## src/rtl/mips_pkg.sv

```systemverilog
// Shared loader definitions: FSM state encoding and instruction word geometry.
package mips_pkg;

    typedef enum logic [1:0] {
        IDLE    = 2'd0,
        LOAD    = 2'd1,
        DONE_ST = 2'd2
    } ldr_state_t;

    // Bytes per instruction word, also the write address stride.
    localparam int unsigned INS_BYTES = 4;

endpackage

```

## src/rtl/byte_packer.sv

```systemverilog
// Assembles four little-endian stream bytes into one 32-bit word.
module byte_packer
    import mips_pkg::*;
(
    input  logic        clk,
    input  logic        rst,
    input  logic        clr,
    input  logic        accept,
    input  logic [7:0]  byte_in,
    output logic        word_vld,
    output logic [31:0] word
);

    logic [1:0] lane;

    // Right shift: after four accepts the first byte has landed in bits 7:0.
    always_ff @(posedge clk or posedge rst) begin
        if (rst) begin
            lane     <= '0;
            word     <= '0;
            word_vld <= 1'b0;
        end else begin
            word_vld <= 1'b0;
            if (clr) begin
                lane <= '0;
            end else if (accept) begin
                word     <= {byte_in, word[31:8]};
                lane     <= lane + 2'd1;
                word_vld <= (lane == 2'(INS_BYTES - 1));
            end
        end
    end

endmodule

```

## src/rtl/ins_mem_loader.sv

```systemverilog
// Instruction memory loader: byte stream in, stride-4 word writes out.
// Optional running checksum of written words when CHECKSUM_EN is defined.
module ins_mem_loader
    import mips_pkg::*;
#(
    parameter int unsigned ADR_W = 32,
    parameter int unsigned CNT_W = 24
) (
    input  logic             CLK,
    input  logic             RST,
    input  logic             START,
    input  logic [ADR_W-1:0] BASE_ADR,
    input  logic [CNT_W-1:0] WORD_CNT,
    input  logic             ABORT,
    input  logic [7:0]       BYTE_IN,
    input  logic             BYTE_VLD,
    output logic             BYTE_RDY,
    output logic             MEM_WRITE,
    output logic [ADR_W-1:0] WR_ADR,
    output logic [31:0]      WR_DATA,
    output logic             BUSY,
    output logic             DONE,
    output logic [31:0]      CHECKSUM
);

    ldr_state_t       state, state_nxt;
    logic [ADR_W-1:0] adr;
    logic [CNT_W-1:0] cnt;
    logic             word_vld;
    logic [31:0]      word;
    logic             start_ok;
    logic             last_word;
    logic             accept;

    assign start_ok  = START && !ABORT && (state == IDLE || state == DONE_ST);
    assign last_word = word_vld && (cnt == CNT_W'(1));
    // Hold off the stream while the final word is being written so no byte
    // beyond the image is swallowed.
    assign BYTE_RDY  = (state == LOAD) && !last_word;
    assign accept    = BYTE_VLD && BYTE_RDY;

    assign MEM_WRITE = word_vld;
    assign WR_DATA   = word;
    assign WR_ADR    = adr;
    assign BUSY      = (state == LOAD);
    assign DONE      = (state == DONE_ST);

    byte_packer u_packer (
        .clk      (CLK),
        .rst      (RST),
        .clr      (ABORT || start_ok),
        .accept   (accept),
        .byte_in  (BYTE_IN),
        .word_vld (word_vld),
        .word     (word)
    );

    always_ff @(posedge CLK or posedge RST) begin
        if (RST) state <= IDLE;
        else     state <= state_nxt;
    end

    always_comb begin
        state_nxt = state;
        if (ABORT) begin
            state_nxt = IDLE;
        end else begin
            case (state)
                IDLE, DONE_ST: if (START) state_nxt = (WORD_CNT == '0) ? DONE_ST : LOAD;
                LOAD:          if (last_word) state_nxt = DONE_ST;
                default:       state_nxt = IDLE;
            endcase
        end
    end

    always_ff @(posedge CLK or posedge RST) begin
        if (RST) begin
            adr <= '0;
            cnt <= '0;
        end else if (start_ok) begin
            adr <= BASE_ADR;
            cnt <= WORD_CNT;
        end else if (word_vld) begin
            adr <= adr + ADR_W'(INS_BYTES);
            cnt <= cnt - CNT_W'(1);
        end
    end

`ifdef CHECKSUM_EN
    logic [31:0] csum;

    always_ff @(posedge CLK or posedge RST) begin
        if (RST)           csum <= '0;
        else if (start_ok) csum <= '0;
        else if (word_vld) csum <= csum + word;
    end

    assign CHECKSUM = csum;
`else
    assign CHECKSUM = '0;
`endif

endmodule

```

## config.mk

```make
export PLATFORM = sky130hd
export DESIGN_NAME = ins_mem_loader
export DESIGN_NICKNAME = d
export VERILOG_FILES = /design/src/rtl/mips_pkg.sv /design/src/rtl/byte_packer.sv /design/src/rtl/ins_mem_loader.sv
export SDC_FILE = /design/constraint.sdc
export NUM_CORES = 1
export LEC_CHECK = 0
export ABC_AREA = 1
export ABC_CLOCK_PERIOD_IN_PS = 2300
export CORE_ASPECT_RATIO = 0.9
export CORE_MARGIN = 2
export CORE_UTILIZATION = 49
export DETAILED_ROUTE_END_ITERATION = 10
export PLACE_DENSITY_LB_ADDON = 0.3
export SLEW_MARGIN = 15
export SYNTH_ARGS = -nofsm -noshare
export SYNTH_HDL_FRONTEND = slang
export SYNTH_HIERARCHICAL = 1
export SYNTH_SLANG_ARGS = --single-unit
```

## constraint.sdc

```tcl
create_clock -name CLK -period 2.3 [get_ports CLK]
set_input_delay 0.23 -clock CLK [delete_from_list [all_inputs] [get_ports CLK]]
set_output_delay 0.23 -clock CLK [all_outputs]
set_load 0.02 [all_outputs]
```

==> impl_metrics.toml, run 1 <==
[clocking]
cts_buffer_depth = 2
post_cts_buffers = 0
clock_sinks = 93
clkLatencyLatePin_ns = 0.35
htreeDepth = 3
numCtsBuffers = 9
cts_root_buffer = "clkbuf_16"
cts_tree = "built"
cts-resized-gates = 1
cts_hold_buf = 0
clk_pin_slew_ns = 0.07

[synth]
ys_ff_latch = 93
synth_top_cell_by_area = "dfrtp_1"
postSynthCellCount = 818
synthDistinctLibCells = 38
synth_mux_area_frac = 0
syn_area_um2 = 5900
netlist.area_leader.share = 0.395
synth_most_common_cell = "nand2_1"
async_flop_share = 1.00
ys_top_cells_by_count = "nand2_1, dfrtp_1, nand3_1"
ys_seq_area_frac = 0.395
synth_compound_area_frac = 0.0588
synth_edf_count = 0
yosys.area_share.simple = 0.381
synth_fa_ha_area_frac = 0.00849
synth_top_family_by_area = "simple AND/OR/NAND/NOR gates"
syn_avg_cell_area_um2 = 7.21
synth-main-ff-cell = "dfrtp_1"
synthXorXnorAreaFrac = 0.0371
ys_warn_count = 6
synthTopCellsByArea = "dfrtp_1, nand2_1, nand3_1"

[drt]
vias = 5630
drtAntennaViolNets = 0
drc = 0
dr.first_iter.drc_count = 472
viasPerCell = 5.07
firstDrtPassIters = 6
wl_per_cell_um = 14.6
wl_um = 16200

[global_routing]
grt.busiest_layer = "met2"
antenna_found_initial = 0
grt_util_all_layers = 0.256
overflow = 0
grt_pass1_vias = 5260
grtUsageMet2 = 0.432
grt_max_degree = 44
grt_pass1_wl_um = 26300
gr-usage-met1 = 0.342
met3_usage = 0.0459

[setup_path]
cpMostUsedCell = "nand2_1"
slowest_stage = "dfrtp_1"
critical_path.endpoint_type = "output port"
start_kind = "flop"
path_class = "flop to output port"
critPathArrivalTime_ns = 1.88
crit_required_ns = 2.07
crit_chain = "nor2_2 -> nand2_1 -> nor2_1 -> nand3_1 -> nand2_1 -> inv_1 -> dlygate4sd2_1"
cp_max_fo = 4
slowest_delay_ns = 0.42

[floorplan]
start_util = 0.510
coreArea_um2 = 11600
pin_count = 169
dieWidth_um = 120
dieArea_um2 = 12900
placementRows = 37
die_height_um = 108

[sta]
skew_ns = 0.00586
setup_viol = 0
hold_viol = 0
final_max_slew_viol_count = 0
worstMarginPinSlew_ns = 0.662
slew_headroom = 0.558
timing.final.crit_share = 0.918
final.setup.tns_ns = 0
finalCriticalPeriod_ns = 2.11
max_freq_mhz = 474
rsz0062_at_grt = "false"

[finish]
final_util = 0.654
diodes = 0
num-fill-cells = 1038
multiInputGateArea_um2 = 2980
ff_latch_area_um2 = 2330
nNetsFinal = 1023
drive_above_1_share = 0.0901
area_growth_pct = 28.4

[status]
status = "finished, final reports clean"

[pwr]
irDropWorstVdd_uv = 391
p_leak_nw = 3.50
power_density_nw_per_um2 = 882

[placed_design]
place_congestion = 0.895
io_buffers = 136
hpwl_um = 11600

[job]
maxCapViolCount = 0

[worst_hold_path]
hp-class = "input port to async pin"
-- layout by cell type, fill, tap and decap left out, drive strengths merged, types with 2 or more instances in the layout --
master / synthesis / routed
o22ai: 4 / 4
o221ai: 2 / 2
clkdlybuf4s50: 0 / 135
xor2: 16 / 16
clkbuf: 3 / 9
o21bai: 9 / 9
bufinv: 0 / 2
xnor2: 9 / 9
nand3: 88 / 88
conb: 1 / 32
buf: 55 / 12
dfrtp: 93 / 93
ha: 4 / 4
inv: 73 / 73
a22o: 2 / 2
a21oi: 9 / 9
nand2: 303 / 303
clkinvlp: 0 / 2
o211ai: 10 / 10
o21ai: 14 / 14
nand3b: 7 / 7
nor3: 2 / 2
o311ai: 2 / 2
clkinv: 0 / 3
nor2: 104 / 104
nand4: 5 / 5
-- cell families after synthesis --
logic type | count (synthesis)
buffers and inverters | 131
AND/OR/NAND/NOR | 511
AO/OA/AOI/OAI | 53
flip-flops | 93
adder cells (fa/ha/maj) | 4
other | 1
XOR/XNOR | 25
-- cell type report --
type / instances / area share
Clock buffer: 9 / 0.0297
Timing Repair Buffer: 148 / 0.195
Multi-Input combinational cell: 625 / 0.394
Sequential cell: 93 / 0.307
Inverter: 73 / 0.0365
Clock inverter: 7 / 0.0119
Tap cell: 156 / 0.0258
-- path summary, 6_finish.rpt --
| path | start | end | slack (ns) | depth (start not counted) |
|---|---|---|---|---|
| max | cnt[9]$_DFFE_PP0N_ | BYTE_RDY | 0.19 | 7 |
| min | RST | state[0]$_DFFE_PP0P_ | 0.29 | 2 |
| max reg2reg | cnt[1]$_DFFE_PP0N_ | u_packer/word[14]$_DFFE_PP0P_ | 0.41 | 12 |
| min reg2reg | u_packer/word[7]$_DFFE_PP0P_ | u_packer/word[7]$_DFFE_PP0P_ | 0.48 | 2 |
| max in group asynchronous | RST | WR_ADR[15]$_DFFE_PP0N_ | 1.42 | 3 |
| min in group CLK | BASE_ADR[1] | WR_ADR[1]$_DFFE_PP0P_ | 0.42 | 3 |
-- report_power, final --
group | switching (mW) | internal (mW) | total, mW | leakage, nW
sequential | 0.488 | 2.07 | 2.56 | 1.17
clock | 0.648 | 0.947 | 1.60 | 0.151
combinational | 1.39 | 1.13 | 2.53 | 2.18
-- sequential cells by signal (all words and copies together) (netlist names) --
name and cells:
cnt 24, state 2, u_packer/lane 2, u_packer/word_vld 1, WR_ADR 32, u_packer/word 32
-- routing by layer --
| metal | up-vias | wire length (um) |
|---|---|---|
| li1 | 2779 | - |
| met1 | 2617 | 6980 |
| met2 | 214 | 7940 |
| met3 | 20 | 1070 |
| met4 | 0 | 193 |
| met5 | - | 0 |
-- through the flow --
stage | setup WS (ns) | power, mW | cell area [um^2] | hold slack, ns | std cells
after floorplan | 0.642 | 3.97 | 6010 | 0.339 | 849
after global placement | 0.376 | 5.05 | 7260 | 0.461 | 1095
after detailed placement | 0.337 | 5.09 | 7260 | 0.471 | 1095
after CTS | 0.189 | 6.71 | 7570 | 0.303 | 1111
after global routing | 0.0625 | 7.07 | 7570 | 0.328 | 1111
final | 0.188 | 6.68 | 7570 | 0.293 | 1111
-- worst max-delay path, delay by kind of cell (launching register included) --
family                 cells  cell delay [ns]
DFF                        1             0.42
and+or+nand+nor            5             0.76
buffers and inverters      2             0.36
No activity file was read; power rests on OpenSTA's default activity.
==> run 2: changes to the inputs <==
--- a/config.mk
+++ b/config.mk
@@ -6,10 +6,10 @@
 export NUM_CORES = 1
 export LEC_CHECK = 0
 export ABC_AREA = 1
-export ABC_CLOCK_PERIOD_IN_PS = 2300
+export ABC_CLOCK_PERIOD_IN_PS = 2700
 export CORE_ASPECT_RATIO = 0.9
 export CORE_MARGIN = 2
-export CORE_UTILIZATION = 49
+export CORE_UTILIZATION = 52
 export DETAILED_ROUTE_END_ITERATION = 10
 export PLACE_DENSITY_LB_ADDON = 0.3
 export SLEW_MARGIN = 15
==> constraint.sdc (replaced) <==
create_clock -name CLK -period 2.7 [get_ports CLK]
set_input_delay 0.27 -clock CLK [delete_from_list [all_inputs] [get_ports CLK]]
set_output_delay 0.27 -clock CLK [all_outputs]
set_load 0.02 [all_outputs]
==> impl_metrics.toml, run 2 (synthesis gave the netlist of run 1 again) <==
[sta]
setup_viol = 0
timing.final.crit_share = 0.883
slew_headroom = 0.575
final.setup.tns_ns = 0
hold_viol = 0
setup_ws_ns = 0.317
finalCriticalPeriod_ns = 2.38
worstMarginPinSlew_ns = 0.636
skew_ns = 0.00668
max_freq_mhz = 420
final_max_slew_viol_count = 0
rsz0062_at_grt = "false"

[pwr]
combinationalPowerShare = 0.372
p_switching_mw = 2.13
clkPwrFrac = 0.248
power.internal_mw = 3.62
p_leak_nw = 3.49
p_sw_frac = 0.370
power_frac_seq = 0.379
irDropWorstVdd_uv = 457
power_density_nw_per_um2 = 762

[clocking]
cts_root_buffer = "clkbuf_16"
htreeDepth = 3
cts-resized-gates = 0
clock_sinks = 93
numCtsBuffers = 9
clk_pin_slew_ns = 0.07
cts_tree = "built"
post_cts_buffers = 0
clkLatencyLatePin_ns = 0.34
cts_hold_buf = 0
cts_buffer_depth = 2

[floorplan]
die_height_um = 105
coreArea_um2 = 10900
placementRows = 36
dieArea_um2 = 12200
pin_count = 169
dieWidth_um = 116
start_util = 0.539

[global_routing]
grt_util_all_layers = 0.262
overflow = 0
grt_max_degree = 44
grt_pass1_wl_um = 25400
antenna_found_initial = 0
grt_pass1_vias = 5215

[placed_design]
hpwl_um = 11400
place_congestion = 0.935
placed_cell_area_um2 = 7210
io_buffers = 136
pre_cts_slack_ns = 0.623

[drt]
drtAntennaViolNets = 0
drc = 0
wl_per_cell_um = 14.0
wl_um = 15500
dr.first_iter.drc_count = 390
viasPerCell = 5.02
vias = 5544
firstDrtPassIters = 5

[job]
maxCapViolCount = 0

[setup_path]
critPathArrivalTime_ns = 2.11
path_class = "flop to output port"
cp_max_fo = 4
start_kind = "flop"
critical_path.endpoint_type = "output port"
crit_required_ns = 2.43

[finish]
drive_above_1_share = 0.0861
area_growth_pct = 27.9
nNetsFinal = 1021
diodes = 0
num-fill-cells = 957
final_area_um2 = 7540
final_cell_mix = "nand2_1, clkdlybuf4s50_1, dfrtp_1"
final_common_cell = "nand2_1"

[status]
status = "finished, final reports clean"

[worst_hold_path]
hp-class = "input port to async pin"
==> run 2: cell types whose count changed in the layout (fill, tap and decap cells not counted) <==
| cell | change |
|---|---|
| buf_12 | -2 |
| bufinv_16 | +1 |
| clkbuf_1 | +1 |
| clkdlybuf4s50_1 | +1 |
| clkinv_2 | -1 |
| clkinvlp_4 | -2 |
| dlygate4sd2_1 | -1 |
==> run 2: worst max-delay path: stages, from the launching register on <==
cell             delay, ns
dfrtp_1               0.39
inv_1                 0.10
ha_1                  0.17
nand2_1               0.06
inv_1                 0.05
nand2_1               0.04
nor2_1                0.09
nand3_1               0.12
nand2_1               0.16
inv_1                 0.06
clkdlybuf4s50_1       0.53
==> run 2: power groups by stage <==
stage / Combinational (mW) / Sequential, mW / Clock (mW)
2_1_floorplan: 0.927 / 2.46 / 0
3_3_place_gp: 2.10 / 2.19 / 0
3_5_place_dp: 2.14 / 2.19 / 0
4_1_cts: 2.15 / 2.17 / 1.44
5_1_grt: 2.33 / 2.23 / 1.49
6_report: 2.14 / 2.18 / 1.43
==> run 2: routing by layer <==
| layer | track usage | routed length [um] | share of wire |
|---|---|---|---|
| met1 | 0.369 | 7070 | 0.46 |
| met2 | 0.412 | 7170 | 0.46 |
| met3 | 0.0423 | 917 | 0.059 |
| met4 | 0.0816 | 347 | 0.022 |
| met5 | 0 | 0 | 0 |
==> run 2: per-stage QoR <==
step,hold slack [ns],utilization,instances,total power [mW]
after floorplan,0.379,-,849,3.38
after detailed placement,0.472,0.659,1089,4.33
after CTS,0.363,0.689,1104,5.77
final,0.346,0.689,1104,5.75
after global placement,0.460,0.659,1089,4.29
after global routing,0.401,0.689,1104,6.06
==> run 2: area by class of cell <==
type                    instances  area (um^2)  share of cell area
inverters                      73          277              0.0367
clock buffers                  10          229              0.0304
flip-flops and latches         93         2330               0.309
clock inverters                 5          100              0.0133
repair buffers                146         1440               0.190
well taps                     152          190              0.0252
multi-input cells             625         2980               0.396
==> run 2: final timing paths <==
kind                                                    from                            to  slack, ns  depth (start not counted)
max in group asynchronous                                RST        WR_ADR[21]$_DFFE_PP0N_       1.70                          3
worst max register to register            cnt[1]$_DFFE_PP0N_  u_packer/lane[0]$_DFFE_PP0P_       0.66                         13
worst min-delay path                                     RST         WR_ADR[0]$_DFFE_PP0P_       0.35                          2
worst min register to register  u_packer/lane[1]$_DFFE_PP0P_  u_packer/lane[1]$_DFFE_PP0P_       0.48                          2
worst max-delay path                      cnt[1]$_DFFE_PP0N_                      BYTE_RDY       0.32                         10
min in group CLK                                 BASE_ADR[1]         WR_ADR[1]$_DFFE_PP0P_       0.48                          3
